`config.mk`:
```
export PLATFORM = sky130hd
export DESIGN_NAME = hazard_ctrl
export DESIGN_NICKNAME = d
export VERILOG_FILES = /design/src/rtl/hazard_ctrl_pkg.sv /design/src/rtl/sat_counter.sv /design/src/rtl/hazard_ctrl.sv
export SDC_FILE = /design/constraint.sdc
export NUM_CORES = 1
export LEC_CHECK = 0
export CAP_MARGIN = 20
export CORE_ASPECT_RATIO = 2
export CORE_MARGIN = 2
export CORE_UTILIZATION = 53
export CTS_CLUSTER_SIZE = 16
export DETAILED_ROUTE_END_ITERATION = 16
export PLACE_DENSITY = 0.87
export SLEW_MARGIN = 30
export SYNTH_ARGS = -nofsm -noshare
export SYNTH_HDL_FRONTEND = slang
export SYNTH_SLANG_ARGS = --single-unit
```
`constraint.sdc`:
```
create_clock -name clk -period 3.2 [get_ports clk]
set_input_delay 0.32 -clock clk [delete_from_list [all_inputs] [get_ports clk]]
set_output_delay 0.32 -clock clk [all_outputs]
set_load 0.1 [all_outputs]
```
`src/rtl/hazard_ctrl_pkg.sv`:
```
// Shared types for the pipeline hazard controller: register address and stall
// bus widths, stall bit positions, stall patterns and FSM state encodings.
package hazard_ctrl_pkg;

  localparam int REG_ADDR_W = 5;
  localparam int STALL_W    = 6;

  typedef logic [REG_ADDR_W-1:0] reg_addr_t;
  typedef logic [STALL_W-1:0]    stall_t;

  localparam int STALL_PC     = 0;
  localparam int STALL_IF_ID  = 1;
  localparam int STALL_ID_EX  = 2;
  localparam int STALL_EX_MEM = 3;
  localparam int STALL_MEM_WB = 4;

  localparam stall_t STALL_NONE     = 6'b00_0000;
  localparam stall_t STALL_DWAIT    = 6'b01_1111;
  localparam stall_t STALL_LOAD_USE = 6'b00_0011;
  localparam stall_t STALL_IFETCH   = 6'b00_0001;

  typedef enum logic [1:0] {
    ST_RUN    = 2'd0,
    ST_DWAIT  = 2'd1,
    ST_BUBBLE = 2'd2,
    ST_ERR    = 2'd3
  } state_t;

  // A load in EX feeding a used source in ID; x0 is hardwired and never hazards.
  function automatic logic load_use(
    input logic      ex_load,
    input reg_addr_t ex_rd,
    input reg_addr_t rs1,
    input logic      rs1_used,
    input reg_addr_t rs2,
    input logic      rs2_used
  );
    return ex_load && (ex_rd != '0) &&
           ((rs1_used && (rs1 == ex_rd)) || (rs2_used && (rs2 == ex_rd)));
  endfunction

endpackage

```
`src/rtl/sat_counter.sv`:
```
// Up-counter that sticks at all-ones instead of wrapping; synchronous clear on rst.
module sat_counter #(
  parameter int WIDTH = 32
) (
  input  logic             clk,
  input  logic             rst,
  input  logic             inc,
  output logic [WIDTH-1:0] count
);

  // NOTE: sequential state uses non-blocking assignments so every flop samples
  // pre-edge values regardless of block evaluation order.
  always_ff @(posedge clk) begin
    if (rst) begin
      count <= '0;
    end else if (inc && (count != '1)) begin
      count <= count + WIDTH'(1);
    end
  end

endmodule

```
`src/rtl/hazard_ctrl.sv`:
```
// Pipeline hazard controller: data-memory wait with timeout, taken-branch flush,
// load-use bubble and instruction-fetch wait, plus a stall-cycle counter.
module hazard_ctrl
  import hazard_ctrl_pkg::*;
#(
  parameter int TIMEOUT = 255,
  parameter int PERF_W  = 32
) (
  input  logic              clk,
  input  logic              rst,
  input  logic              i_req_i,
  input  logic              i_ack_i,
  input  logic              d_req_i,
  input  logic              d_ack_i,
  input  reg_addr_t         id_rs1_i,
  input  reg_addr_t         id_rs2_i,
  input  logic              id_rs1_used_i,
  input  logic              id_rs2_used_i,
  input  reg_addr_t         ex_rd_i,
  input  logic              ex_load_i,
  input  logic              ex_branch_taken_i,
  output stall_t            stall_o,
  output logic              flush_if_id_o,
  output logic              flush_id_ex_o,
  output logic              d_timeout_o,
  output logic [PERF_W-1:0] stall_cnt_o
);

  localparam int WAIT_W = (TIMEOUT < 2) ? 1 : $clog2(TIMEOUT + 1);

  state_t            state, state_next;
  logic [WAIT_W-1:0] wait_cnt, wait_next, wait_inc;
  logic              timeout_set;
  logic              d_wait, i_wait, hazard;

  assign d_wait = d_req_i && !d_ack_i;
  assign i_wait = i_req_i && !i_ack_i;
  // The instruction sitting in EX during BUBBLE is the inserted bubble, not a load.
  assign hazard = load_use(ex_load_i, ex_rd_i, id_rs1_i, id_rs1_used_i,
                           id_rs2_i, id_rs2_used_i) && (state != ST_BUBBLE);

  // NOTE: every signal assigned here gets a default first so no path leaves one
  // unassigned, which would otherwise infer a latch.
  always_comb begin
    state_next    = state;
    wait_next     = wait_cnt;
    wait_inc      = '0;
    timeout_set   = 1'b0;
    stall_o       = STALL_NONE;
    flush_if_id_o = 1'b0;
    flush_id_ex_o = 1'b0;
    if (!rst) begin
      if (state == ST_ERR) begin
        stall_o = STALL_DWAIT;
      end else if (d_wait) begin
        stall_o  = STALL_DWAIT;
        wait_inc = (state == ST_DWAIT) ? wait_cnt + WAIT_W'(1) : WAIT_W'(1);
        wait_next = wait_inc;
        if (wait_inc >= WAIT_W'(TIMEOUT)) begin
          state_next  = ST_ERR;
          timeout_set = 1'b1;
        end else begin
          state_next = ST_DWAIT;
        end
      end else begin
        // Branches held behind a data wait are resolved here on the ack cycle.
        wait_next  = '0;
        state_next = ST_RUN;
        if (ex_branch_taken_i) begin
          flush_if_id_o = 1'b1;
          flush_id_ex_o = 1'b1;
        end else if (hazard) begin
          stall_o       = STALL_LOAD_USE;
          flush_id_ex_o = 1'b1;
          state_next    = ST_BUBBLE;
        end else if (i_wait) begin
          stall_o       = STALL_IFETCH;
          flush_if_id_o = 1'b1;
        end
      end
    end
  end

  always_ff @(posedge clk) begin
    if (rst) begin
      state       <= ST_RUN;
      wait_cnt    <= '0;
      d_timeout_o <= 1'b0;
    end else begin
      state    <= state_next;
      wait_cnt <= wait_next;
      if (timeout_set) begin
        d_timeout_o <= 1'b1;
      end
    end
  end

  sat_counter #(
    .WIDTH (PERF_W)
  ) u_stall_cnt (
    .clk   (clk),
    .rst   (rst),
    .inc   (stall_o[STALL_PC]),
    .count (stall_cnt_o)
  );

endmodule

```
==> flow_summary_export.csv, run 1 <==
group,metric,value,unit
worst_setup_path,critical_path.max_fanout,4,
global_route,gr-total-overflow,0,
detailed_routing,ant_nets,0,
power_and_ir_drop,leakage,1.15,nW
place,hpwl,5290,µm
timing,slew_headroom,33.3,%
final_layout,area_delta_synth_final,32.9,%
final_layout,layout.nets,399,
final_layout,layout_commonest_cell,"clkdlybuf4s50_1",
detailed_routing,wire_per_inst,16.4,µm
worst_setup_path,required,2880,ps
global_route,grt_use_total,27.4,%
clock_network,postCtsHoldBufs,0,
power_and_ir_drop,finalPower,1.23,mW
yosys,yosys-top-cells-area,"dfxtp_1, mux2_2, nor2_1",
die,die_x,53.1,µm
worst_setup_path,start_kind,"input pin",
detailed_routing,drc_errors,0,
final_layout,n_fill_cell,358,
worst_setup_path,cp_slowest_cell,"or4_1",
yosys,synth_edf_count,0,
clock_network,cts.sinks,43,
timing,clock.fmax,376,MHz
detailed_routing,drt_pass1_iterations,4,
status,outcome,"finished, final reports clean",
yosys,synth_cell_types,44,
timing,slew_violations,0,
timing,skew,4.09,ps
worst_hold_path,hold_class,"input pin to flip-flop",
worst_hold_path,min_to,"u_stall_cnt.count[30]",
timing,setup_tns,0,ps
power_and_ir_drop,ir_drop,0.394,mV
global_route,antenna_found_initial,0,
die,dieHeight,102,µm
worst_setup_path,crit_type,"input pin to primary output",
worst_hold_path,min_from,"rst",
die,ios,66,
timing,min_period,2660,ps
yosys,ys_seq_area_share,33.7,%
global_route,grt_pass1_wl,11200,µm
clock_network,clock_latency,290,ps
timing,setup_viol,0,
worst_setup_path,cp.arrival,2340,ps
run,maxCapViolCount,0,
yosys,synth_top_area_share,33.7,%
timing,tightest_slew,997,ps
detailed_routing,drt_iter0_markers,54,
final_layout,final_cell_mix,"clkdlybuf4s50_1, dfxtp_1, nor2_1, nand2_1, a21oi_1",
yosys,synth_nets,346,
worst_setup_path,crit_path_end_kind,"primary output",
place,place.gp.congestion,0.905,
yosys,yosysTopAreaCell,"dfxtp_1",
clock_network,cts-buffers-inserted,5,
clock_network,cts_setup_buffers,0,
final_layout,stdcell_area,3400,µm²
global_route,grt_pass1_vias,2512,
worst_setup_path,r2r_end,"u_stall_cnt.count[8]",
worst_setup_path,reg2regPathDepth,7,
power_and_ir_drop,power.density,362,nW/µm²
clock_network,clkTransAtPathRegs,80,ps
worst_setup_path,crit_chain,"clkdlybuf4s50_1 -> or4_1 -> o221ai_1 -> nand2b_1 -> a31oi_1 -> nor4_4 -> buf_12",
final_layout,diodes,0,
timing,fin_hold_ws,390,ps
final_layout,drive_above_1_share,12.9,%
die,core-area,4640,µm²
timing,period_share,83.0,%
worst_setup_path,critPathMaxStageDelay,550,ps
detailed_routing,routed_wl,7030,µm
detailed_routing,viasPerCell,6.20,
yosys,async_flop_share,0,%
yosys,syn_area,2560,µm²
clock_network,clk_path_buf_depth,2,
yosys,syn_inst,319,
place,io_buffers,64,
clock_network,cts_tree,"built",
die,die-area,5430,µm²
global_route,grt_max_degree,42,
timing,rsz0062_at_grt,"no",
worst_setup_path,rrSetupSlack,700,ps
clock_network,cts_root_buffer,"clkbuf_8",
yosys,ys_ff_latch,43,
yosys,syn_avg_cell_area,8.01,µm²
detailed_routing,dr_total_vias,2655,
yosys,yosysWarnings,0,
place,placed_area,3260,µm²
clock_network,htree_levels,2,
worst_setup_path,r2r-start,"state[1]",
die,num_rows,35,
worst_hold_path,holdPathStages,2,
timing,hold_violations,0,
yosys,synth_flop_cell,"dfxtp_1",
clock_network,cts_resized,0,
die,initial_core_util,55.1,%
## area by class of cell
cell class	count	area (µm²)	area share (%)
inverter	8	30.0	0.884
multi-input combinational	244	1560	46.0
clock buffer	6	72.6	2.14
clock inverter	2	60.1	1.77
sequential	43	861	25.3
timing repair buffer	70	741	21.8
tap	55	68.8	2.03
## worst max-delay path: cells and delay by family
kind / cells / cell delay [ps]
AO/OA/AOI/OAI: 2 / 350
buffers and inverters: 2 / 680
AND/OR/NAND/NOR: 3 / 990
## logic make-up (layout without fill, tap and decap cells)
| family | after synthesis | in the layout | share of synthesized area (%) |
|---|---|---|---|
| AND/OR/NAND/NOR | 156 | 156 | 34.5 |
| AO/OA/AOI/OAI | 57 | 57 | 13.7 |
| flip-flops | 43 | 43 | 33.7 |
| buffers and inverters | 32 | 86 | 6.12 |
| XOR/XNOR | 14 | 14 | 4.80 |
| multiplexers | 14 | 14 | 6.12 |
| adder cells (fa/ha/maj) | 2 | 2 | 0.979 |
| other | 1 | 1 | 0.147 |
## power breakdown
group / switching (mW) / internal [mW] / leakage [nW] / total (mW)
sequential: 0.00569 / 0.539 / 0.347 / 0.544
clock: 0.183 / 0.312 / 0.0654 / 0.494
combinational: 0.119 / 0.0723 / 0.735 / 0.191
total: 0.307 / 0.923 / 1.15 / 1.23
## through the flow
stage          setup slack, ps  instances  util (%)
5_1_grt                    403        428      73.2
3_5_place_dp               519        420      70.3
3_3_place_gp               572        420      70.3
4_1_cts                    542        428      73.2
2_1_floorplan             22.5        319         -
6_report                   544        428      73.2
## synth_stat cells, drive strengths merged (3+ instances only)
master / instances
nand2: 28
nand3: 10
nor2b: 14
o31ai: 8
and3: 4
buf: 15
xor2: 3
nor2: 33
o21ai: 11
xnor2: 11
a22oi: 4
mux2: 13
a21oi: 21
nor4b: 5
inv: 8
nor3: 8
nand4: 19
dfxtp: 43
nor4: 9
a31oi: 4
or3: 8
clkbuf: 9
or4: 11
## per-layer routing
layer  share of wire, %  routed length, µm  up-vias  GRT usage [%]
met4                2.9                206        0           12.8
met5                  0                  0        -              0
li1                   -                  -     1266              -
met1                 34               2420     1295           26.4
met2                 59               4150       77           54.1
met3                3.6                254       17           3.22
## state kept, by name, indices dropped and copies added (netlist names)
signal,count
state,2
u_stall_cnt.count,32
wait_cnt,8
d_timeout_o,1
## how the worst max path moves through the flow
stage / startpoint / endpoint / cells after the start
global route: ex_rd_i[1] / flush_if_id_o / 7
CTS: ex_rd_i[1] / flush_if_id_o / 7
finish: ex_rd_i[1] / flush_if_id_o / 7
detailed placement: ex_rd_i[2] / u_stall_cnt.count[12] / 8
global placement: ex_rd_i[1] / u_stall_cnt.count[12] / 8
floorplan: ex_rd_i[2] / flush_id_ex_o / 5
(Power assumes the default switching activity.)
==> run 2: changes to the inputs <==
CORE_UTILIZATION = 49   (was 53)
PLACE_DENSITY = 0.81   (was 0.87)
clock period = 2.8 ns   (was 3.2 ns; I/O delays follow)
==> flow_summary_export.csv, run 2 (synthesized netlist as in run 1, its figures left out) <==
group,metric,value,unit
clock_network,cts_tree,"built",
clock_network,clk_path_buf_depth,2,
detailed_routing,routed_wl,6540,µm
detailed_routing,wire_per_inst,15.1,µm
die,num_rows,37,
worst_setup_path,worstSetupEndpoint,"flush_if_id_o",
worst_setup_path,reg2regPathDepth,7,
worst_setup_path,cp.arrival,2300,ps
timing,clock.fmax,387,MHz
clock_network,cts.sinks,43,
worst_hold_path,hold_class,"input pin to flip-flop",
clock_network,cts_resized,0,
timing,tightest_slew,632,ps
detailed_routing,drc_errors,0,
worst_setup_path,start_kind,"input pin",
worst_hold_path,holdPathStages,2,
global_route,grt_pass1_wl,10600,µm
worst_setup_path,critical_path.max_fanout,4,
global_route,grt_use_total,24.2,%
power_and_ir_drop,ir_drop,0.334,mV
place,hpwl,5050,µm
status,outcome,"finished, final reports clean",
worst_setup_path,crit_path_end_kind,"primary output",
timing,period_share,92.3,%
place,io_buffers,64,
detailed_routing,viasPerCell,5.91,
final_layout,reg.largest.list,"u_stall_cnt.count (32), wait_cnt (8), state (2)",
timing,rsz0062_at_grt,"no",
place,place.gp.congestion,0.795,
clock_network,htree_levels,2,
global_route,grt_max_degree,49,
final_layout,drive_above_1_share,21.9,%
power_and_ir_drop,leakage,1.21,nW
worst_setup_path,r2r-start,"state[1]",
die,dieHeight,106,µm
worst_setup_path,crit_type,"input pin to primary output",
die,ios,66,
detailed_routing,drt_iter0_markers,81,
final_layout,layout_commonest_cell,"dfxtp_1",
final_layout,fin_util,65.4,%
clock_network,clkTransAtPathRegs,70,ps
run,maxCapViolCount,0,
die,die_x,55.1,µm
worst_setup_path,rrSetupSlack,390,ps
power_and_ir_drop,power.density,379,nW/µm²
detailed_routing,drt_pass1_iterations,4,
final_layout,final_cell_mix,"dfxtp_1, buf_4, nor2_1, nand2_1, clkdlybuf4s50_1",
clock_network,cts_root_buffer,"clkbuf_8",
worst_setup_path,r2r_end,"u_stall_cnt.count[26]",
detailed_routing,dr_total_vias,2561,
clock_network,clock_latency,290,ps
power_and_ir_drop,finalPower,1.26,mW
timing,min_period,2580,ps
global_route,gr-total-overflow,0,
timing,hold_violations,0,
final_layout,area_delta_synth_final,30.2,%
clock_network,postCtsHoldBufs,0,
global_route,grt_pass1_vias,2471,
timing,slew_headroom,57.5,%
timing,slew_violations,0,
global_route,antenna_found_initial,0,
final_layout,regMostFlops,"u_stall_cnt.count",
final_layout,diodes,0,
final_layout,layout.nets,401,
timing,fin_hold_ws,379,ps
final_layout,largest_reg_flops,32,
die,core-area,5090,µm²
die,die-area,5850,µm²
die,initial_core_util,50.2,%
detailed_routing,ant_nets,0,
clock_network,cts-buffers-inserted,5,
worst_setup_path,crit_path_start,"ex_rd_i[1]",
timing,setup_viol,0,
timing,skew,6.80,ps
worst_setup_path,required,2520,ps
clock_network,cts_setup_buffers,0,
==> run 2: worst min-delay path by stage <==
stage	slack, ps	startpoint	to
finish	380	rst	wait_cnt[7]
global route	410	rst	wait_cnt[4]
CTS	380	rst	wait_cnt[4]
detailed placement	440	d_timeout_o	d_timeout_o
global placement	440	d_timeout_o	d_timeout_o
floorplan	470	wait_cnt[1]	wait_cnt[1]
==> run 2: layout make-up <==
cell class,instances,area [µm²]
Fill cell,440,1760
Multi-Input combinational cell,244,1570
Sequential cell,43,863
Timing Repair Buffer,72,696
Clock buffer,8,100
Tap cell,58,72.6
Inverter,8,30.0
==> run 2: per-layer routing <==
metal	part of all wire (%)	track usage, %	up-vias
met5	0	0	-
met4	2.1	9.93	0
met3	3.5	5.20	10
met2	59	46.1	55
met1	35	22.4	1232
li1	-	-	1264
==> run 2: report_power, final <==
part           switching, mW  total, mW  internal, mW
logic                  0.133      0.216        0.0829
registers            0.00575      0.621         0.616
clock network          0.200      0.425         0.225
==> run 2: worst max-delay path: stages <==
cell and delay [ps]:
clkdlybuf4s50_1 460, or4_1 560, o221ai_1 200, nand2b_1 220, a31oi_1 160, nor4_4 210, buf_12 210
==> run 2: through the flow <==
| step | setup TNS (ps) | worst slack (ps) | cell area (µm²) | cells |
|---|---|---|---|---|
| detailed placement | 0 | 133 | 3230 | 425 |
| global placement | 0 | 166 | 3230 | 425 |
| global route | 0 | 119 | 3330 | 433 |
| CTS | 0 | 214 | 3330 | 433 |
| finish | 0 | 217 | 3330 | 433 |
| floorplan | -311 | -311 | 2580 | 319 |
==> run 3: changes to the inputs <==
ABC_CLOCK_PERIOD_IN_PS = 2800   (was unset)
SLEW_MARGIN = unset   (was 30)
==> results of run 3 <==
Same layout as run 2: the final DEF is identical, and so are final timing and power.
